### config.mk
export PLATFORM = sky130hd
export DESIGN_NAME = mio_timer_slave
export DESIGN_NICKNAME = d
export VERILOG_FILES = /design/src/rtl/mio_pkg.sv /design/src/rtl/mio_slave_fsm.sv /design/src/rtl/mio_timer_slave.sv
export SDC_FILE = /design/constraint.sdc
export NUM_CORES = 1
export LEC_CHECK = 0
export CORE_ASPECT_RATIO = 1.5
export CORE_MARGIN = 2
export CORE_UTILIZATION = 58
export DETAILED_ROUTE_END_ITERATION = 16
export PLACE_DENSITY = 0.86
export SLEW_MARGIN = 10
export SYNTH_ARGS = -nofsm -noshare
export SYNTH_HDL_FRONTEND = slang
export SYNTH_SLANG_ARGS = --single-unit
### constraint.sdc
create_clock -name clk -period 11.53 [get_ports clk]
set_input_delay 1.153 -clock clk [delete_from_list [all_inputs] [get_ports clk]]
set_output_delay 1.153 -clock clk [all_outputs]
set_load 0.02 [all_outputs]
### src/rtl/mio_pkg.sv
// mio_pkg: register map, CTRL bit positions and bus FSM encoding shared by the timer slave
package mio_pkg;
  localparam logic [1:0] A_CTRL   = 2'd0;
  localparam logic [1:0] A_LOAD   = 2'd1;
  localparam logic [1:0] A_COUNT  = 2'd2;
  localparam logic [1:0] A_STATUS = 2'd3;
  localparam int B_EN  = 0;
  localparam int B_AR  = 1;
  localparam int B_IE  = 2;
  localparam int P_LSB = 8;
  localparam logic [31:0] CTRL_MASK = 32'h0000_FF07;
  localparam logic [1:0] S_IDLE = 2'd0;
  localparam logic [1:0] S_WAIT = 2'd1;
  localparam logic [1:0] S_ACK  = 2'd2;
  localparam logic [1:0] S_HOLD = 2'd3;
  typedef struct packed {
    logic        w;
    logic [1:0]  a;
    logic [31:0] d;
  } acc_t;
endpackage

### src/rtl/mio_slave_fsm.sv
// mio_slave_fsm: bus handshake IDLE/WAIT/ACK/HOLD with latched access and one-cycle ack
module mio_slave_fsm
  import mio_pkg::*;
#(
  parameter int WAIT_STATES = 1
) (
  input  logic        clk,
  input  logic        rst,
  input  logic        cs,
  input  logic        mem_w,
  input  logic [1:0]  addr,
  input  logic [31:0] data_in,
  output logic        ack,
  output acc_t        acc
);
  localparam int WL = (WAIT_STATES > 0) ? WAIT_STATES - 1 : 0;
  logic [1:0] st, nst;
  logic [2:0] wcnt;
  always_comb begin
    nst = (st == S_IDLE) ? (cs ? ((WAIT_STATES == 0) ? S_ACK : S_WAIT) : S_IDLE)
        : (st == S_WAIT) ? (!cs ? S_IDLE : (wcnt == 3'd0) ? S_ACK : S_WAIT)
        : (st == S_ACK)  ? S_HOLD
        : (cs ? S_HOLD : S_IDLE);
  end
  always_ff @(posedge clk or posedge rst) begin
    if (rst) begin
      st   <= S_IDLE;
      wcnt <= 3'd0;
      acc  <= '0;
    end else begin
      st   <= nst;
      wcnt <= (st == S_IDLE) ? 3'(WL) : wcnt - 3'd1;
      if (st == S_IDLE && cs)
        acc <= '{w: mem_w, a: addr, d: data_in};
    end
  end
  assign ack = (st == S_ACK);
endmodule

### src/rtl/mio_timer_slave.sv
// mio_timer_slave: memory-mapped down-counting timer with prescaler, auto-reload and level irq
module mio_timer_slave
  import mio_pkg::*;
#(
  parameter int          WAIT_STATES = 1,
  parameter logic [31:0] RESET_LOAD  = 32'h0000_FFFF
) (
  input  logic        clk,
  input  logic        rst,
  input  logic        cs,
  input  logic        mem_w,
  input  logic [1:0]  addr,
  input  logic [31:0] data_in,
  output logic [31:0] data_out,
  output logic        ready,
  output logic        irq,
  output logic [31:0] counter_out
);
  acc_t        acc;
  logic        ack;
  logic [31:0] ctrl, load, count, rdata;
  logic        status, en, tick, expire, wr;
  logic [7:0]  presc;
  mio_slave_fsm #(.WAIT_STATES(WAIT_STATES)) u_fsm (
    .clk(clk), .rst(rst), .cs(cs), .mem_w(mem_w), .addr(addr),
    .data_in(data_in), .ack(ack), .acc(acc)
  );
  assign en     = ctrl[B_EN];
  assign tick   = en && (presc >= ctrl[P_LSB +: 8]);
  assign expire = tick && (count == 32'd0);
  assign wr     = ack && acc.w;
  always_ff @(posedge clk or posedge rst) begin
    if (rst) begin
      presc  <= 8'd0;
      ctrl   <= 32'd0;
      load   <= RESET_LOAD;
      count  <= 32'd0;
      status <= 1'b0;
    end else begin
      presc  <= (!en || tick) ? 8'd0 : presc + 8'd1;
      ctrl   <= (wr && acc.a == A_CTRL) ? (acc.d & CTRL_MASK)
              : (expire && !ctrl[B_AR]) ? (ctrl & ~32'(1 << B_EN)) : ctrl;
      load   <= (wr && acc.a == A_LOAD) ? acc.d : load;
      count  <= (wr && acc.a == A_COUNT) ? acc.d
              : !tick ? count
              : (count != 32'd0) ? count - 32'd1
              : ctrl[B_AR] ? load : 32'd0;
      status <= expire ? 1'b1 : (wr && acc.a == A_STATUS && acc.d[0]) ? 1'b0 : status;
    end
  end
  always_comb begin
    rdata = (acc.a == A_CTRL) ? ctrl
          : (acc.a == A_LOAD) ? load
          : (acc.a == A_COUNT) ? count
          : {31'd0, status};
  end
  assign data_out    = (ack && !acc.w) ? rdata : 32'd0;
  assign ready       = ack;
  assign irq         = status && ctrl[B_IE];
  assign counter_out = count;
endmodule

-- Word level (Yosys, flattened, before mapping)
Index checks and enable logic that the tools add are counted.
- register bits: 145
- latch bits: 0
- memory bits (writable): 0
- memory bits (read-only): 0
- input port bits: 38
- output and inout bits: 66
- word-level logic and storage cells: 65
- memories kept: 0
- add/subtract/negate cells: 3
- multipliers: 0
- divide/modulo/power cells: 0
- magnitude comparators: 1
- eq/ne operators: 5
- shift operators: 0
- multiplexer cells: 21
- bitwise logic cells: 0
- reductions and logical operators: 24
- operators with widths (cell ; count):
    $mux 32 ; 9
    $logic_not 32->1 ; 1
    $reduce_bool 32->1 ; 1
    $sub 32x1->32 const B ; 1
    $logic_and 1x1->1 ; 12
    $mux 2 ; 6
    $add 8x1->8 const B ; 1
    $ge 8x8->1 ; 1
    $mux 8 ; 1
    $eq 2x2->1 const B ; 3
    $reduce_bool 2->1 ; 3
    $eq 2x1->1 const B ; 2
    $logic_not 2->1 ; 2
    $mux 1 ; 4
    $logic_not 1->1 ; 3
    $logic_not 3->1 ; 1
    $mux 3 ; 1
    $sub 3x1->3 const B ; 1
    $logic_or 1x1->1 ; 1

-- Longest topological paths before layout
- word-level depth: 6
- mapped depth: 9
- depth with buffers taken out: 8

-- Modules after synthesis
A second synthesis with hierarchy kept.
- cells, all modules: 681
- area, all modules: 6820.3 µm²
- modules (own cells, without submodules) (module ; times used ; cells each ; area each (µm²) ; seq. area each (µm²)):
    mio_timer_slave ; 1 ; 586 ; 5278.8 ; 2122.0
    mio_slave_fsm ; 1 ; 95 ; 1541.5 ; 1001.0

-- Least setup slack after synthesis
Ideal clock, no wire load.
- path kind: reg2out
- start point: reg u_fsm.st[1]
- end point: out data_out[10]
- data arrival time: 1.622 ns
- required time: 10.377 ns
- setup slack: 8.755 ns
- stages on the path, launching flop included: 5
- buffers on the path: 1
- cells stage by stage: dfrtp_1 > nor2b_1 > nand2b_1 > clkbuf_1 > nor2_1
- longest elaborated chain between the ends: 3
- ends and longest elaborated chain (what ; RTL line ; RTL):
    start, declared ; mio_slave_fsm.sv:17 ; logic [1:0] st, nst;
    start signal, assigned ; mio_slave_fsm.sv:31 ; st <= nst;
    $eq 2x2->1 ; mio_slave_fsm.sv:37 ; assign ack = (st == S_ACK);
    via ready ; mio_timer_slave.sv:15 ; output logic ready,
    $logic_and 1x1->1 ; mio_timer_slave.sv:57 ; assign data_out = (ack && !acc.w) ? rdata : 32'd0;
    $mux 32 ; mio_timer_slave.sv:57 ;
    end, declared ; mio_timer_slave.sv:14 ; output logic [31:0] data_out,
The timed path passes the listed nets, and every way through them passes these cells.

-- Worst setup path in the final report
- start point: reg, netlist name u_fsm.acc[32]
- end point: out data_out[28]
- longest elaborated chain between the ends: 5
- elaborated cells between the ends (all ways): 7
- those cells by class: eq/ne (2); mux (4); reduce/logical (1)
- ends and longest elaborated chain (what ; RTL line ; RTL):
    $eq 2x2->1 ; mio_timer_slave.sv:54 ; : (acc.a == A_COUNT) ? count
    $mux 32 ; mio_timer_slave.sv:54 ;
    $mux 32 ; mio_timer_slave.sv:53 ; : (acc.a == A_LOAD) ? load
    $mux 32 (*) ; mio_timer_slave.sv:52 ; rdata = (acc.a == A_CTRL) ? ctrl
    $mux 32 (*) ; mio_timer_slave.sv:57 ;
Mark *: on every way between the ends. The rest lies on a longest branch, timed or not.

==> flow_metrics.py <==
metrics = {
    "logic_synthesis": {
        "yosys.area.top_type_share": 0.393,
        "syn_area_sq_um": 6880,
        "synth-edff-count": 0,
        "synth_top_cell_by_area": "dfrtp_1",
        "ys.flop_type": "dfrtp_1",
        "synth_cell_type_count": 65,
        "synth_nets": 750,
        "synthCells": 699,
        "synth-async-reset-ratio": 1.00,
        "yosysSeqAreaShare": 0.454,
        "synth.avg_cell_area_sq_um": 9.85,
        "ys.warnings.count": 0,
        "ys_top_cells_by_area": "dfrtp_1, mux2_2, dfstp_2, nor2_1, nand2_1",
        "ys_ff_latch": 124,
    },
    "routing": {
        "detailedRoute.firstIterationViolations": 645,
        "drtAntennaViolNets": 0,
        "wirelength_um": 19500,
        "num_vias": 6105,
        "wl_per_cell_um": 20.5,
        "viasPerCell": 6.42,
        "drtPass1Iterations": 5,
        "drc": 0,
    },
    "clocking": {
        "ctsRootBufferMaster": "clkbuf_16",
        "clock_latency_ns": 0.41,
        "cts_sinks": 124,
        "h-tree-depth": 4,
        "cts_tree": "done",
        "path_clk_slew_ns": 0.05,
        "numCtsBuffers": 17,
        "hold_buffers": 0,
        "cts-resized-gates": 0,
        "clock_path_buffers": 2,
        "cts_setup_buffers": 0,
    },
    "sta": {
        "max_freq_mhz": 244,
        "rsz0062_at_grt": "false",
        "finalMaxSlewViolations": 0,
        "setup_violations": 0,
        "max-slew-margin-rel": 0.365,
        "worst_clock_skew_ns": 0.00664,
        "worst_pin_slew_ns": 0.950,
        "tns_ns": 0,
        "min_period_over_period": 0.356,
        "hold_viol_final": 0,
        "fin_crit_ns": 4.10,
    },
    "global_route": {
        "grt_pass1_wl_um": 31500,
        "grt_max_degree": 70,
        "grt_pass1_vias": 6407,
        "overflow": 0,
        "antenna_found_initial": 0,
        "grt_util_all_layers": 0.317,
    },
    "hold_path": {
        "hold_end": "u_fsm.wcnt[0]",
        "min_from": "u_fsm.wcnt[0]",
        "min_path_cells": 1,
        "hold_path_class": "reg2reg",
    },
    "place": {
        "place_congestion": 0.879,
        "place_hpwl_um": 13000,
        "dp.cells": 919,
        "port-buffer-count": 103,
        "placed_cell_area_sq_um": 8010,
    },
    "pwr": {
        "static-leakage-power_nw": 3.45,
        "power_density_nw_per_um2": 272,
        "p_int_mw": 1.40,
        "switching_share": 0.398,
        "pwr-share-clk": 0.212,
        "seq_power_share": 0.403,
        "peakVddDrop_uv": 138,
        "pwr-share-comb": 0.385,
        "switchingPower_mw": 0.930,
    },
    "floorplan": {
        "die_height_um": 137,
        "start_util": 0.597,
        "fp-row-count": 48,
        "core_area_sq_um": 11500,
        "die-area_sq_um": 12800,
        "die_x_um": 93.0,
        "ios": 104,
    },
    "outcome": {
        "outcome": "finished, final reports clean",
    },
    "cells_and_area": {
        "n_fill_cell": 811,
        "post_route_cells_drive_above_1_share": 0.185,
        "diodes": 0,
        "area_growth_pct": 24.5,
        "final_area_sq_um": 8570,
        "nets": 839,
        "fin_cells": 951,
    },
    "worst_setup_path": {
        "r2r_start": "counter_out[0]",
        "cp_top_family": "buffers and inverters",
        "cp_cell_sequence": "nor2b_2 > buf_4 > a22oi_1 > nor2_1 > clkdlybuf4s50_1",
        "path_class": "reg2out",
        "critical_path.slowest_cell": "dfrtp_1",
        "worstSetupStartpointType": "register",
        "r2r_slack_ns": 8.25,
        "cp-end-kind": "output pin",
        "cp.depth": 5,
        "cp.arrival_ns": 2.95,
        "worstRegToRegCells": 8,
        "critPathBufInv": 2,
        "r2r-end": "ctrl[0]",
        "slowest_delay_ns": 0.66,
        "critical_path_required_ns": 10.38,
        "crit_fanout": 20,
    },
    "job": {
        "cap_violations": 0,
    },
}
==> Yosys cell counts (2+ instances only) <==
| master | count |
|---|---|
| nor2_1 | 83 |
| nor3_1 | 17 |
| a32oi_1 | 2 |
| or4_4 | 3 |
| nand3_1 | 14 |
| xnor2_1 | 14 |
| mux2_1 | 2 |
| inv_1 | 20 |
| or2_1 | 2 |
| mux2i_1 | 10 |
| mux2_2 | 74 |
| xor2_1 | 7 |
| nand2b_1 | 3 |
| o31ai_1 | 3 |
| dfrtp_1 | 108 |
| a31oi_1 | 11 |
| o211a_1 | 2 |
| nand4_1 | 2 |
| o22ai_1 | 2 |
| o21ai_0 | 30 |
| o21ai_1 | 18 |
| and2_1 | 2 |
| a311oi_1 | 11 |
| o211ai_1 | 4 |
| dfstp_2 | 16 |
| o21a_1 | 3 |
| nor4_1 | 10 |
| buf_6 | 5 |
| clkbuf_1 | 34 |
| nand2_1 | 52 |
| buf_2 | 3 |
| and3_1 | 7 |
| nor4_2 | 2 |
| nor2b_1 | 4 |
| ha_1 | 13 |
| a221oi_1 | 3 |
| a22oi_1 | 24 |
| and4_1 | 2 |
| or3_1 | 12 |
| buf_1 | 4 |
| a21oi_1 | 37 |
==> final cells by class <==
class	instances	area, sq um	area share
multi-input combinational	509	3500	0.408
sequential	124	3120	0.364
timing repair buffer	116	1130	0.132
clock buffer	26	519	0.0606
tap	150	188	0.0219
inverter	20	77.6	0.00905
clock inverter	6	35.0	0.00409
==> per-layer routing <==
metal / up-vias / track usage / part of all wire
met4: 0 / 0.177 / 0.043
met1: 3013 / 0.360 / 0.37
met5: - / 0 / 0
met2: 307 / 0.562 / 0.53
li1: 2712 / - / -
met3: 73 / 0.0547 / 0.064
==> stage by stage <==
| stage | utilization | power [mW] | setup slack, ns | hold WS (ns) |
|---|---|---|---|---|
| final | 0.743 | 2.33 | 7.43 | 0.423 |
| after global routing | 0.743 | 2.46 | 7.29 | 0.435 |
| after global placement | 0.695 | 1.77 | 8.05 | 0.414 |
| after detailed placement | 0.695 | 1.82 | 7.89 | 0.419 |
| after floorplan | - | 1.46 | 7.10 | 0.403 |
| after CTS | 0.743 | 2.33 | 7.45 | 0.427 |
==> cell families after synthesis <==
| kind of cell | Yosys count | share of synthesized area |
|---|---|---|
| simple gates | 222 | 0.156 |
| compound gates | 165 | 0.153 |
| flops | 124 | 0.454 |
| mux | 87 | 0.142 |
| buf+inv | 66 | 0.0420 |
| xor+xnor | 22 | 0.0291 |
| fa+ha+maj | 13 | 0.0236 |
==> placed cells by master, fill, tap and decap left out, types with 3 or more instances in the layout <==
cell type | netlist | layout
ha_1 | 13 | 13
inv_1 | 20 | 19
or3_1 | 12 | 12
xor2_1 | 7 | 7
and3_1 | 7 | 7
o21ai_1 | 18 | 18
dfrtp_1 | 108 | 108
mux2i_1 | 10 | 10
nand2b_1 | 3 | 3
clkbuf_1 | 34 | 3
dfstp_2 | 16 | 16
a31oi_1 | 11 | 11
nor3_1 | 17 | 16
xnor2_1 | 14 | 14
nor4_1 | 10 | 10
o21ai_0 | 30 | 30
mux2_2 | 74 | 74
or4_4 | 3 | 3
o31ai_1 | 3 | 3
nor2_1 | 83 | 83
clkbuf_16 | 0 | 17
a221oi_1 | 3 | 3
nand2_1 | 52 | 52
nor2b_1 | 4 | 3
nand3_1 | 14 | 14
a21oi_1 | 37 | 37
o211ai_1 | 4 | 4
clkbuf_8 | 0 | 6
o21a_1 | 3 | 3
a22oi_1 | 24 | 24
buf_4 | 0 | 13
clkinv_2 | 0 | 4
a311oi_1 | 11 | 10
clkdlybuf4s50_1 | 0 | 103
==> registers in the layout (all words and copies together) (netlist names) <==
name	count
u_fsm.wcnt	3
presc	8
ctrl	11
counter_out	32
u_fsm.acc	35
status	1
u_fsm.st	2
load	32
==> worst max-delay path by stage <==
stage / to / from / slack (ns)
2_1_floorplan: counter_out[0] / rst / 7.10
3_3_place_gp: data_out[27] / u_fsm.acc[32] / 8.05
3_5_place_dp: data_out[17] / u_fsm.acc[32] / 7.89
4_1_cts: data_out[17] / u_fsm.acc[32] / 7.45
5_1_grt: data_out[17] / u_fsm.acc[32] / 7.29
6_report: data_out[28] / u_fsm.acc[32] / 7.43
==> power groups by stage <==
| stage | sequential, mW | combinational, mW | clock (mW) |
|---|---|---|---|
| global placement | 0.921 | 0.849 | 0 |
| CTS | 0.934 | 0.896 | 0.497 |
| floorplan | 0.883 | 0.580 | 0 |
| global route | 0.968 | 0.972 | 0.519 |
| detailed placement | 0.935 | 0.884 | 0 |
| finish | 0.941 | 0.897 | 0.495 |
==> worst reg2reg max path, stage by stage (launching register included) <==
cell	delay [ns]
dfrtp_1	0.49
inv_1	0.13
ha_1	0.15
nor4b_1	0.51
nand3_1	0.29
nor2_1	0.80
nand2_1	0.37
o311ai_1	0.31
o21ai_1	0.10
Power figures use the tool's default switching activity.
